## config.mk

```make
export PLATFORM = sky130hd
export DESIGN_NAME = net_discard_stats_flat
export DESIGN_NICKNAME = d
export VERILOG_FILES = /design/src/rtl/net_discard_stats_pkg.sv /design/src/rtl/net_discard_stats_if.sv /design/src/rtl/net_discard_stats_cnt.sv /design/src/rtl/net_discard_stats.sv /design/src/flat_wrapper.sv
export SDC_FILE = /design/constraint.sdc
export NUM_CORES = 2
export LEC_CHECK = 0
export CAP_MARGIN = 10
export CORE_MARGIN = 2
export CORE_UTILIZATION = 40
export DETAILED_ROUTE_END_ITERATION = 6
export PLACE_DENSITY = 0.59
export SYNTH_ARGS = -nofsm -noshare
export SYNTH_HDL_FRONTEND = slang
export SYNTH_SLANG_ARGS = --single-unit
```

## constraint.sdc

```tcl
create_clock -name CLK -period 33.6 [get_ports CLK]
set_input_delay 5.04 -clock CLK [delete_from_list [all_inputs] [get_ports CLK]]
set_output_delay 5.04 -clock CLK [all_outputs]
set_load 0.02 [all_outputs]
```

## src/rtl/net_discard_stats_pkg.sv

```systemverilog
// Shared definitions for net_discard_stats: MI address map, CMD bits and command FSM states.
package net_discard_stats_pkg;

  localparam int unsigned ADDR_CMD       = 32'h00;
  localparam int unsigned ADDR_STATUS    = 32'h04;
  localparam int unsigned ADDR_CH_BASE   = 32'h10;
  localparam int unsigned ADDR_CH_STRIDE = 32'h10;

  localparam int unsigned OFF_TOTAL_LO = 32'h0;
  localparam int unsigned OFF_TOTAL_HI = 32'h4;
  localparam int unsigned OFF_DISC_LO  = 32'h8;
  localparam int unsigned OFF_DISC_HI  = 32'hC;

  localparam int unsigned CMD_SNAP_BIT = 0;
  localparam int unsigned CMD_CLR_BIT  = 1;

  localparam int unsigned STATUS_SNAP_VALID_BIT = 0;
  localparam int unsigned STATUS_OVF_ANY_BIT    = 1;

  typedef enum logic [1:0] {
    ST_IDLE     = 2'd0,
    ST_SNAP     = 2'd1,
    ST_SNAP_CLR = 2'd2,
    ST_CLR      = 2'd3
  } cmd_state_e;

  // Number of low address bits that take part in decoding; higher bits alias.
  function automatic int unsigned dec_width(input int unsigned channels);
    return $clog2((channels + 1) * ADDR_CH_STRIDE);
  endfunction

endpackage

```

## src/rtl/net_discard_stats_if.sv

```systemverilog
// MI register bus between a master (CPU side) and net_discard_stats.
interface net_discard_stats_if #(
  parameter int MI_ADDR_WIDTH = 32
);
  logic [31:0]              MI_DWR;
  logic [MI_ADDR_WIDTH-1:0] MI_ADDR;
  logic                     MI_RD;
  logic                     MI_WR;
  logic [3:0]               MI_BE;
  logic [31:0]              MI_DRD;
  logic                     MI_ARDY;
  logic                     MI_DRDY;

  modport master (
    output MI_DWR, MI_ADDR, MI_RD, MI_WR, MI_BE,
    input  MI_DRD, MI_ARDY, MI_DRDY
  );

  modport slave (
    input  MI_DWR, MI_ADDR, MI_RD, MI_WR, MI_BE,
    output MI_DRD, MI_ARDY, MI_DRDY
  );
endinterface

```

## src/rtl/net_discard_stats_cnt.sv

```systemverilog
// One event counter: popcount of a region vector, add, wrap or saturate, sticky overflow, shadow copy.
// Saturation instead of wrap is selected with macro NET_DISCARD_STATS_SATURATE_EN.
module net_discard_stats_cnt #(
  parameter int REGIONS   = 4,
  parameter int CNT_WIDTH = 48
) (
  input  logic                 clk,
  input  logic                 rst,
  input  logic [REGIONS-1:0]   inc_vec,
  input  logic                 snap,
  input  logic                 clr,
  output logic [CNT_WIDTH-1:0] shadow,
  output logic                 ovf
);

  localparam int SUM_W = CNT_WIDTH + 4;

  logic [CNT_WIDTH-1:0] live_q, live_d;
  logic [CNT_WIDTH-1:0] shadow_q, shadow_d;
  logic                 ovf_q, ovf_d;
  logic [CNT_WIDTH-1:0] base;
  logic [SUM_W-1:0]     sum;
  logic                 carry;

  function automatic logic [3:0] popcount(input logic [REGIONS-1:0] v);
    logic [3:0] n;
    n = '0;
    for (int i = 0; i < REGIONS; i++) n = n + 4'(v[i]);
    return n;
  endfunction

  function automatic logic [CNT_WIDTH-1:0] limit(input logic [SUM_W-1:0] s);
`ifdef NET_DISCARD_STATS_SATURATE_EN
    return (|s[SUM_W-1:CNT_WIDTH]) ? '1 : s[CNT_WIDTH-1:0];
`else
    return s[CNT_WIDTH-1:0];
`endif
  endfunction

  // A clear restarts from zero but still takes this cycle's events.
  always_comb begin
    base     = clr ? '0 : live_q;
    sum      = SUM_W'(base) + SUM_W'(popcount(inc_vec));
    carry    = |sum[SUM_W-1:CNT_WIDTH];
    live_d   = limit(sum);
    ovf_d    = (clr ? 1'b0 : ovf_q) | carry;
    shadow_d = snap ? live_q : shadow_q;
  end

  always_ff @(posedge clk or posedge rst) begin
    if (rst) begin
      live_q   <= '0;
      shadow_q <= '0;
      ovf_q    <= 1'b0;
    end else begin
      live_q   <= live_d;
      shadow_q <= shadow_d;
      ovf_q    <= ovf_d;
    end
  end

  assign shadow = shadow_q;
  assign ovf    = ovf_q;

endmodule

```

## src/rtl/net_discard_stats.sv

```systemverilog
// Per-channel RX frame and discard counters with snapshot/clear commands over an MI register bus.
// Build option: NET_DISCARD_STATS_SATURATE_EN makes counters saturate instead of wrap.
module net_discard_stats
  import net_discard_stats_pkg::*;
#(
  parameter int ETH_CHANNELS  = 4,
  parameter int REGIONS       = 4,
  parameter int CNT_WIDTH     = 48,
  parameter int MI_DATA_WIDTH = 32,
  parameter int MI_ADDR_WIDTH = 32
) (
  input  logic                            CLK,
  input  logic                            RESET,
  input  logic [ETH_CHANNELS*REGIONS-1:0] RX_STAT_VLD,
  input  logic [ETH_CHANNELS*REGIONS-1:0] RX_STAT_DISCARD,
  net_discard_stats_if.slave              mi
);

  localparam int DEC_W = int'(dec_width(ETH_CHANNELS));

  logic [31:0]               word;
  logic                      cmd_wr, snap, clr;
  logic [CNT_WIDTH-1:0]      tot_sh  [ETH_CHANNELS];
  logic [CNT_WIDTH-1:0]      disc_sh [ETH_CHANNELS];
  logic [2*ETH_CHANNELS-1:0] ovf_vec;
  logic [31:0]               rdata;

  cmd_state_e  state_q, state_d;
  logic        snap_valid_q, snap_valid_d;
  logic        drdy_q, drdy_d;
  logic [31:0] drd_q, drd_d;

  assign word   = 32'({mi.MI_ADDR[DEC_W-1:2], 2'b00});
  assign cmd_wr = mi.MI_WR && (word == ADDR_CMD) && mi.MI_BE[0];
  assign snap   = cmd_wr & mi.MI_DWR[CMD_SNAP_BIT];
  assign clr    = cmd_wr & mi.MI_DWR[CMD_CLR_BIT];

  assign mi.MI_ARDY = (mi.MI_RD | mi.MI_WR) & ~RESET;

  for (genvar c = 0; c < ETH_CHANNELS; c++) begin : g_ch
    net_discard_stats_cnt #(.REGIONS(REGIONS), .CNT_WIDTH(CNT_WIDTH)) u_total (
      .clk     (CLK),
      .rst     (RESET),
      .inc_vec (RX_STAT_VLD[c*REGIONS +: REGIONS]),
      .snap    (snap),
      .clr     (clr),
      .shadow  (tot_sh[c]),
      .ovf     (ovf_vec[2*c])
    );
    net_discard_stats_cnt #(.REGIONS(REGIONS), .CNT_WIDTH(CNT_WIDTH)) u_disc (
      .clk     (CLK),
      .rst     (RESET),
      .inc_vec (RX_STAT_VLD[c*REGIONS +: REGIONS] & RX_STAT_DISCARD[c*REGIONS +: REGIONS]),
      .snap    (snap),
      .clr     (clr),
      .shadow  (disc_sh[c]),
      .ovf     (ovf_vec[2*c+1])
    );
  end

  // Command FSM: the state records which command the last accepted CMD write carried.
  always_comb begin
    state_d      = ST_IDLE;
    snap_valid_d = snap_valid_q;
    if (snap && clr) state_d = ST_SNAP_CLR;
    else if (snap)   state_d = ST_SNAP;
    else if (clr)    state_d = ST_CLR;
    if (state_d == ST_SNAP || state_d == ST_SNAP_CLR) snap_valid_d = 1'b1;
  end

  always_ff @(posedge CLK or posedge RESET) begin
    if (RESET) begin
      state_q      <= ST_IDLE;
      snap_valid_q <= 1'b0;
    end else begin
      state_q      <= state_d;
      snap_valid_q <= snap_valid_d;
    end
  end

  // Read mux sees shadows as they were before this edge, so a coincident snapshot is not visible yet.
  always_comb begin
    logic [63:0] t64, d64;
    logic [31:0] base, sub;
    rdata = '0;
    t64   = '0;
    d64   = '0;
    base  = '0;
    sub   = '0;
    if (word == ADDR_STATUS) begin
      rdata[STATUS_SNAP_VALID_BIT] = snap_valid_q;
      rdata[STATUS_OVF_ANY_BIT]    = |ovf_vec;
    end
    for (int c = 0; c < ETH_CHANNELS; c++) begin
      base = 32'(ADDR_CH_BASE + 32'(c) * ADDR_CH_STRIDE);
      sub  = word - base;
      if (word >= base && sub < ADDR_CH_STRIDE) begin
        t64 = 64'(tot_sh[c]);
        d64 = 64'(disc_sh[c]);
        case (sub)
          OFF_TOTAL_LO: rdata = t64[31:0];
          OFF_TOTAL_HI: rdata = t64[63:32];
          OFF_DISC_LO:  rdata = d64[31:0];
          OFF_DISC_HI:  rdata = d64[63:32];
          default:      rdata = '0;
        endcase
      end
    end
    drdy_d = mi.MI_RD;
    drd_d  = mi.MI_RD ? rdata : '0;
  end

  // Read response stage
  always_ff @(posedge CLK or posedge RESET) begin
    if (RESET) begin
      drdy_q <= 1'b0;
      drd_q  <= '0;
    end else begin
      drdy_q <= drdy_d;
      drd_q  <= drd_d;
    end
  end

  assign mi.MI_DRDY = drdy_q;
  assign mi.MI_DRD  = drd_q;

  logic unused_bits;
  assign unused_bits = ^{mi.MI_DWR[31:2], mi.MI_BE[3:1], mi.MI_ADDR, state_q};

endmodule

```

## src/flat_wrapper.sv

```systemverilog
// flat-port wrapper written by rule: the top's interface ports become plain ports
module net_discard_stats_flat import net_discard_stats_pkg::*;
#(
  parameter int ETH_CHANNELS  = 4,
  parameter int REGIONS       = 4,
  parameter int CNT_WIDTH     = 48,
  parameter int MI_DATA_WIDTH = 32,
  parameter int MI_ADDR_WIDTH = 32
)
  (CLK, RESET, RX_STAT_VLD, RX_STAT_DISCARD, mi_MI_DWR, mi_MI_ADDR, mi_MI_RD, mi_MI_WR, mi_MI_BE, mi_MI_DRD, mi_MI_ARDY, mi_MI_DRDY);
  net_discard_stats_if #(.MI_ADDR_WIDTH(MI_ADDR_WIDTH)) mi_i ();
  input  logic CLK;
  input  logic RESET;
  input  logic [ETH_CHANNELS*REGIONS-1:0] RX_STAT_VLD;
  input  logic [ETH_CHANNELS*REGIONS-1:0] RX_STAT_DISCARD;
  input wire logic [$bits(mi_i.MI_DWR)-1:0] mi_MI_DWR;
  input wire logic [$bits(mi_i.MI_ADDR)-1:0] mi_MI_ADDR;
  input wire logic [$bits(mi_i.MI_RD)-1:0] mi_MI_RD;
  input wire logic [$bits(mi_i.MI_WR)-1:0] mi_MI_WR;
  input wire logic [$bits(mi_i.MI_BE)-1:0] mi_MI_BE;
  output wire logic [$bits(mi_i.MI_DRD)-1:0] mi_MI_DRD;
  output wire logic [$bits(mi_i.MI_ARDY)-1:0] mi_MI_ARDY;
  output wire logic [$bits(mi_i.MI_DRDY)-1:0] mi_MI_DRDY;
  assign mi_i.MI_DWR = mi_MI_DWR;
  assign mi_i.MI_ADDR = mi_MI_ADDR;
  assign mi_i.MI_RD = mi_MI_RD;
  assign mi_i.MI_WR = mi_MI_WR;
  assign mi_i.MI_BE = mi_MI_BE;
  assign mi_MI_DRD = mi_i.MI_DRD;
  assign mi_MI_ARDY = mi_i.MI_ARDY;
  assign mi_MI_DRDY = mi_i.MI_DRDY;
  net_discard_stats #(.ETH_CHANNELS(ETH_CHANNELS), .REGIONS(REGIONS), .CNT_WIDTH(CNT_WIDTH), .MI_DATA_WIDTH(MI_DATA_WIDTH), .MI_ADDR_WIDTH(MI_ADDR_WIDTH)) u_core (.CLK(CLK), .RESET(RESET), .RX_STAT_VLD(RX_STAT_VLD), .RX_STAT_DISCARD(RX_STAT_DISCARD), .mi(mi_i));
endmodule
```

-- After elaboration in Yosys (flattened, before gate mapping)
Cells that the tools add are included.
- output and inout bits: 34
- word-level logic and storage cells: 154
- register bits: 810
- $lt $le $gt $ge: 8
- eq/ne operators: 15
- mux-type cells: 29
- reductions and logical operators: 22
- bitwise operators: 17
- add/subtract/negate cells: 36
- operator list (operator ; number):
    32-bit case mux with 4 select lines ; 4
    48-bit by 4-bit adder with 49-bit output ; 8
    48-bit two-way mux ; 8
    32-bit by 4-bit equality test with 1-bit output, second input constant ; 8
    32-bit zero test ; 5
    32-bit two-way mux ; 5
    32-bit by 3-bit equality test with 1-bit output, second input constant ; 4
    32-bit by 5-bit < comparator with 1-bit output, second input constant ; 4
    3-bit by 1-bit adder with 4-bit output ; 8
    4-bit OR reduction ; 8
    2-bit by 1-bit adder with 3-bit output ; 8
    1-bit by 1-bit adder with 2-bit output ; 8
    4-bit AND ; 4
    7-bit by 6-bit subtractor with 8-bit output, second input constant ; 2
    7-bit by 6-bit greater-or-equal comparator with 1-bit output, second input constant ; 2
    1-bit bitwise OR ; 9
    1-bit two-way mux ; 8
    2-bit two-way mux ; 4
    8-bit OR reduction ; 1
    7-bit by 5-bit subtractor with 8-bit output, second input constant ; 1
    7-bit by 7-bit subtractor with 8-bit output, second input constant ; 1
    7-bit by 5-bit greater-or-equal comparator with 1-bit output, second input constant ; 1
    7-bit greater-or-equal comparator, second input constant ; 1
    1-bit logical AND ; 7
    other kinds (6) ; 8

-- Longest topological paths before layout
- depth after elaboration: 9
- gate-level depth with buffers: 16
- gate-level depth less buffers: 11

-- Cells and area by module
Synthesis repeated with hierarchy kept, for this count alone.
- cells, all modules: 3403
- area, all modules: 39705.6 um2
- modules (own cells, without submodules) (module ; cells an instance ; instances ; area an instance (um2)):
    net_discard_stats_cnt ; 369 ; 8 ; 4391.7
    net_discard_stats ; 451 ; 1 ; 4571.9

-- Worst setup path after synthesis
OpenSTA, ideal clock, no wires.
- path type: input to output
- start: input port mi_MI_WR
- end: output port mi_MI_ARDY
- data required time: 28560 ps
- arrival: 5346 ps
- stages: 2
- setup slack: 23214 ps
- cell sequence: nor2_1 nor2_1
- cells in the longest elaborated chain, start to end: 2
- RTL lines (what ; RTL line ; RTL):
    start: declaration ; flat_wrapper.sv:19 ; input wire logic [$bits(mi_i.MI_WR)-1:0] mi_MI_WR;
    1-bit bitwise OR ; net_discard_stats.sv:38 ; assign mi.MI_ARDY = (mi.MI_RD | mi.MI_WR) & ~RESET;
    1-bit AND ; net_discard_stats.sv:38 ;
    end: declaration ; flat_wrapper.sv:22 ; output wire logic [$bits(mi_i.MI_ARDY)-1:0] mi_MI_ARDY;
Every way passes these cells.

-- Worst setup path after layout
- start: input port mi_MI_RD
- end: output port mi_MI_ARDY
- cells in the longest elaborated chain, start to end: 2
- RTL lines (what ; RTL line ; RTL):
    start: declaration ; flat_wrapper.sv:18 ; input wire logic [$bits(mi_i.MI_RD)-1:0] mi_MI_RD;
    1-bit bitwise OR ; net_discard_stats.sv:38 ;
    1-bit AND ; net_discard_stats.sv:38 ;
Every way passes these cells.

==> metrics.txt <==
# TYPE chip_impl_metric gauge
chip_impl_metric{name="synthAdderAreaFrac",unit="%"} 1.72
chip_impl_metric{name="synth.yosys.warnings",unit=""} 0
chip_impl_metric{name="total_iterations_of_the_first_detailed_routing_run",unit=""} 5
chip_impl_metric{name="power.density_cell_area",unit="mW/mm^2"} 52.1
chip_impl_metric{name="postRouteAntennaNets",unit=""} 0
chip_impl_info{name="startpoint_type",value="input port"} 1
chip_impl_metric{name="dpl_cell_area",unit="sq mm"} 0.0408
chip_impl_metric{name="top_level_ports",unit=""} 138
chip_impl_metric{name="timing_max_transition_violations_final",unit=""} 0
chip_impl_metric{name="synth.net_count",unit=""} 3573
chip_impl_metric{name="timing.final.crit_share",unit="%"} 34.5
chip_impl_metric{name="asyncSetResetFlopFracSynth",unit="%"} 100
chip_impl_metric{name="drive_above_1_share",unit="%"} 18.6
chip_impl_metric{name="num-fill-cells",unit=""} 8929
chip_impl_metric{name="nNetsFinal",unit=""} 3598
chip_impl_metric{name="clk_pin_slew",unit="ns"} 0.06
chip_impl_info{name="min-delay-path-class",value="register to register"} 1
chip_impl_metric{name="hold_ws",unit="ns"} 0.480
chip_impl_metric{name="vias",unit=""} 27519
chip_impl_metric{name="cts_made_buffers",unit=""} 86
chip_impl_metric{name="numPlacedInstances",unit=""} 4643
chip_impl_metric{name="area.growth.synth_to_final",unit="%"} 12.8
chip_impl_metric{name="worstMarginPinSlew",unit="ns"} 1.18
chip_impl_info{name="rsz0062_at_grt",value="no"} 1
chip_impl_info{name="synth_top_family_by_area",value="simple AND/OR/NAND/NOR gates"} 1
chip_impl_metric{name="synth_compound_area_share",unit="%"} 8.90
chip_impl_metric{name="htree_num_levels",unit=""} 3
chip_impl_metric{name="worst_ir_drop_vdd",unit="V"} 0.0000327
chip_impl_metric{name="post-route-util",unit="%"} 45.4
chip_impl_metric{name="synth-xor-area-share",unit="%"} 4.29
chip_impl_info{name="clockRootBuffer",value="sky130_fd_sc_hd__clkbuf_16"} 1
chip_impl_metric{name="maxSlewHeadroom",unit="%"} 21.1
chip_impl_info{name="critPathKind",value="input port to primary output"} 1
chip_impl_metric{name="critPathRequiredTime",unit="ns"} 28.56
chip_impl_info{name="commonest_cells_after_routing_fill_and_taps_aside",value="sky130_fd_sc_hd__dfrtp_1, sky130_fd_sc_hd__mux2_2, sky130_fd_sc_hd__nand2_1"} 1
chip_impl_metric{name="timing.critical_path.arrival",unit="ns"} 6.56
chip_impl_metric{name="synth_mux_area_share",unit="%"} 14.3
chip_impl_metric{name="totalWireLength",unit="microns"} 103000
chip_impl_metric{name="fp.dieW",unit="microns"} 316
chip_impl_metric{name="postCtsResizedCells",unit=""} 0
chip_impl_metric{name="drt_iter0_drcs",unit=""} 2521
chip_impl_metric{name="grtUsageTotal",unit="%"} 20.7
chip_impl_metric{name="timing.critical_path.fanout_max",unit=""} 7
chip_impl_metric{name="max-clock-path-buffers",unit=""} 3
chip_impl_metric{name="leakagePower",unit="nW"} 19.0
chip_impl_metric{name="postCtsHoldBufs",unit=""} 0
chip_impl_metric{name="start_util",unit="%"} 40.3
chip_impl_info{name="synth-main-ff-cell",value="sky130_fd_sc_hd__dfrtp_1"} 1
chip_impl_metric{name="rows",unit=""} 114
chip_impl_metric{name="drt_drc_violations_left",unit=""} 0
chip_impl_metric{name="clk_latency",unit="ns"} 0.66
chip_impl_metric{name="fin_area",unit="sq mm"} 0.0438
chip_impl_metric{name="fin_cells",unit=""} 4801
chip_impl_metric{name="post-dp-hpwl",unit="microns"} 70100
chip_impl_metric{name="synth_area_per_cell",unit="sq um"} 11.3
chip_impl_metric{name="place.port_buffers",unit=""} 77
chip_impl_info{name="tritoncts_clock_tree",value="yes"} 1
chip_impl_metric{name="gpl.final_weighted_congestion",unit=""} 0.903
chip_impl_metric{name="post_synth_and_or_nand_nor_area_fraction",unit="%"} 15.7
chip_impl_metric{name="drt-wirelength-per-cell",unit="microns"} 21.5
chip_impl_metric{name="setup_total_negative_slack",unit="ns"} 0
chip_impl_metric{name="synth_seq_cells",unit=""} 810
chip_impl_metric{name="maxCapViolCount",unit=""} 0
chip_impl_metric{name="pin_count_of_the_biggest_net_entering_global_routing",unit=""} 177
chip_impl_metric{name="clkSinkCount",unit=""} 810
chip_impl_info{name="layout_commonest_cell",value="sky130_fd_sc_hd__dfrtp_1"} 1
chip_impl_metric{name="finalHoldViolCount",unit=""} 0
chip_impl_metric{name="dieArea",unit="sq mm"} 0.0996
chip_impl_metric{name="portion_of_the_post_synthesis_area_used_by_sequential_elements",unit="%"} 52.2
chip_impl_metric{name="post-cts-setup-buffer-count",unit=""} 0
chip_impl_metric{name="core",unit="sq mm"} 0.0964
chip_impl_metric{name="synthDistinctLibCells",unit=""} 74
chip_impl_metric{name="grt_total_ovfl",unit=""} 0
chip_impl_info{name="run_status",value="completed"} 1
chip_impl_metric{name="antenna_violations_before_repair",unit=""} 2
chip_impl_metric{name="via_count_of_the_first_global_routing_pass",unit=""} 26298
chip_impl_metric{name="mappedNetlistArea",unit="sq mm"} 0.0388
chip_impl_metric{name="global_route_wire_length_before_repair",unit="microns"} 161000
chip_impl_metric{name="vias_per_cell",unit=""} 5.73
chip_impl_metric{name="synth_enable_flop_cells",unit=""} 0
chip_impl_metric{name="timing.final.setup_violations",unit=""} 0
chip_impl_metric{name="finalWorstPathRequiredPeriod",unit="ns"} 11.60
chip_impl_metric{name="fmax",unit="GHz"} 0.0862
chip_impl_metric{name="synthCells",unit=""} 3430
chip_impl_metric{name="final.setup_skew",unit="ns"} 0.0205
chip_impl_metric{name="die-height",unit="microns"} 316
chip_impl_info{name="cp-end-kind",value="primary output"} 1
-- critical path, stage by stage --
cell,delay [ns]
sky130_fd_sc_hd__clkdlybuf4s50_1,0.74
sky130_fd_sc_hd__nor2_1,0.08
sky130_fd_sc_hd__nor2_1,0.09
sky130_fd_sc_hd__clkdlybuf4s50_1,0.60
-- synthesized netlist by cell type (71+ instances only) --
library cell	instances	share of area [%]
sky130_fd_sc_hd__nand4_1	131	2.1
sky130_fd_sc_hd__xnor2_1	74	1.7
sky130_fd_sc_hd__nand2_1	224	2.2
sky130_fd_sc_hd__or3_1	92	1.5
sky130_fd_sc_hd__xor2_1	116	2.6
sky130_fd_sc_hd__clkbuf_1	84	0.81
sky130_fd_sc_hd__dfrtp_1	810	52
sky130_fd_sc_hd__or4_1	71	1.4
sky130_fd_sc_hd__nor2_1	212	2.0
sky130_fd_sc_hd__o21ai_0	97	1.3
sky130_fd_sc_hd__mux2_2	400	12
sky130_fd_sc_hd__buf_2	88	1.1
sky130_fd_sc_hd__a21oi_1	171	2.2
sky130_fd_sc_hd__inv_1	84	0.81
sky130_fd_sc_hd__nand3_1	132	1.7
-- layout make-up --
type / instances / area (sq um) / area share (%)
Antenna cell: 1 / 2.50 / 0.00571
Clock buffer: 120 / 2510 / 5.74
Clock inverter: 37 / 478 / 1.09
Inverter: 84 / 323 / 0.737
Multi-Input combinational cell: 2350 / 17500 / 39.9
Sequential cell: 810 / 20300 / 46.3
Tap cell: 1276 / 1600 / 3.65
Timing Repair Buffer: 123 / 1140 / 2.59
-- through the flow --
stage / setup WS, ns / power (mW)
after floorplan: 5.81 / 1.22
after global placement: 22.02 / 1.29
after detailed placement: 22.00 / 1.29
after CTS: 22.00 / 2.30
after global routing: 21.91 / 2.38
final: 22.00 / 2.28
-- final timing paths --
check                                                 from                               end  slack (ns)  cells past startpoint
max                                               mi_MI_RD                        mi_MI_ARDY       22.00                      4
max in group asynchronous                            RESET   u_core.g_ch[0].u_disc.shadow[2]       26.22                      4
max reg2reg                u_core.g_ch[1].u_disc.live_q[0]  u_core.g_ch[1].u_disc.live_q[46]       30.05                      8
min in group asynchronous                            RESET              u_core.mi.MI_DRD[17]        4.97                      2
min reg2reg                            u_core.snap_valid_q               u_core.snap_valid_q        0.48                      1
min                                    u_core.snap_valid_q               u_core.snap_valid_q        0.48                      1
-- per-layer routing --
| metal | up-vias | track usage [%] | routed length, microns |
|---|---|---|---|
| met5 | - | 0 | 0 |
| met4 | 0 | 7.21 | 3280 |
| met3 | 143 | 2.56 | 5210 |
| met2 | 693 | 31.2 | 46000 |
| met1 | 14044 | 30.8 | 48600 |
| li1 | 12639 | - | - |
-- kinds of logic (layout without fill, tap and decap cells) --
| kind of cell | after synthesis | in the layout |
|---|---|---|
| buffers and inverters | 270 | 364 |
| AND/OR/NAND/NOR | 1128 | 1128 |
| other | 0 | 1 |
| AO/OA/AOI/OAI | 530 | 530 |
| XOR/XNOR | 190 | 190 |
| multiplexers | 463 | 463 |
| adder cells (fa/ha/maj) | 39 | 39 |
| flip-flops | 810 | 810 |
-- state kept, by name, indices dropped and copies added (netlist names) --
name	flops
u_core.g_ch.u_total.live_q	192
u_core.snap_valid_q	1
u_core.g_ch.u_disc.shadow	192
u_core.mi.MI_DRDY	1
u_core.g_ch.u_disc.ovf	4
u_core.g_ch.u_total.shadow	192
u_core.mi.MI_DRD	32
u_core.g_ch.u_total.ovf	4
u_core.g_ch.u_disc.live_q	192
-- where the power goes --
group | total (mW) | switching (mW) | internal, mW
logic | 0.194 | 0.114 | 0.0798
registers | 1.08 | 0.0517 | 1.03
clock network | 1.01 | 0.402 | 0.606
(Power assumes the default switching activity.)
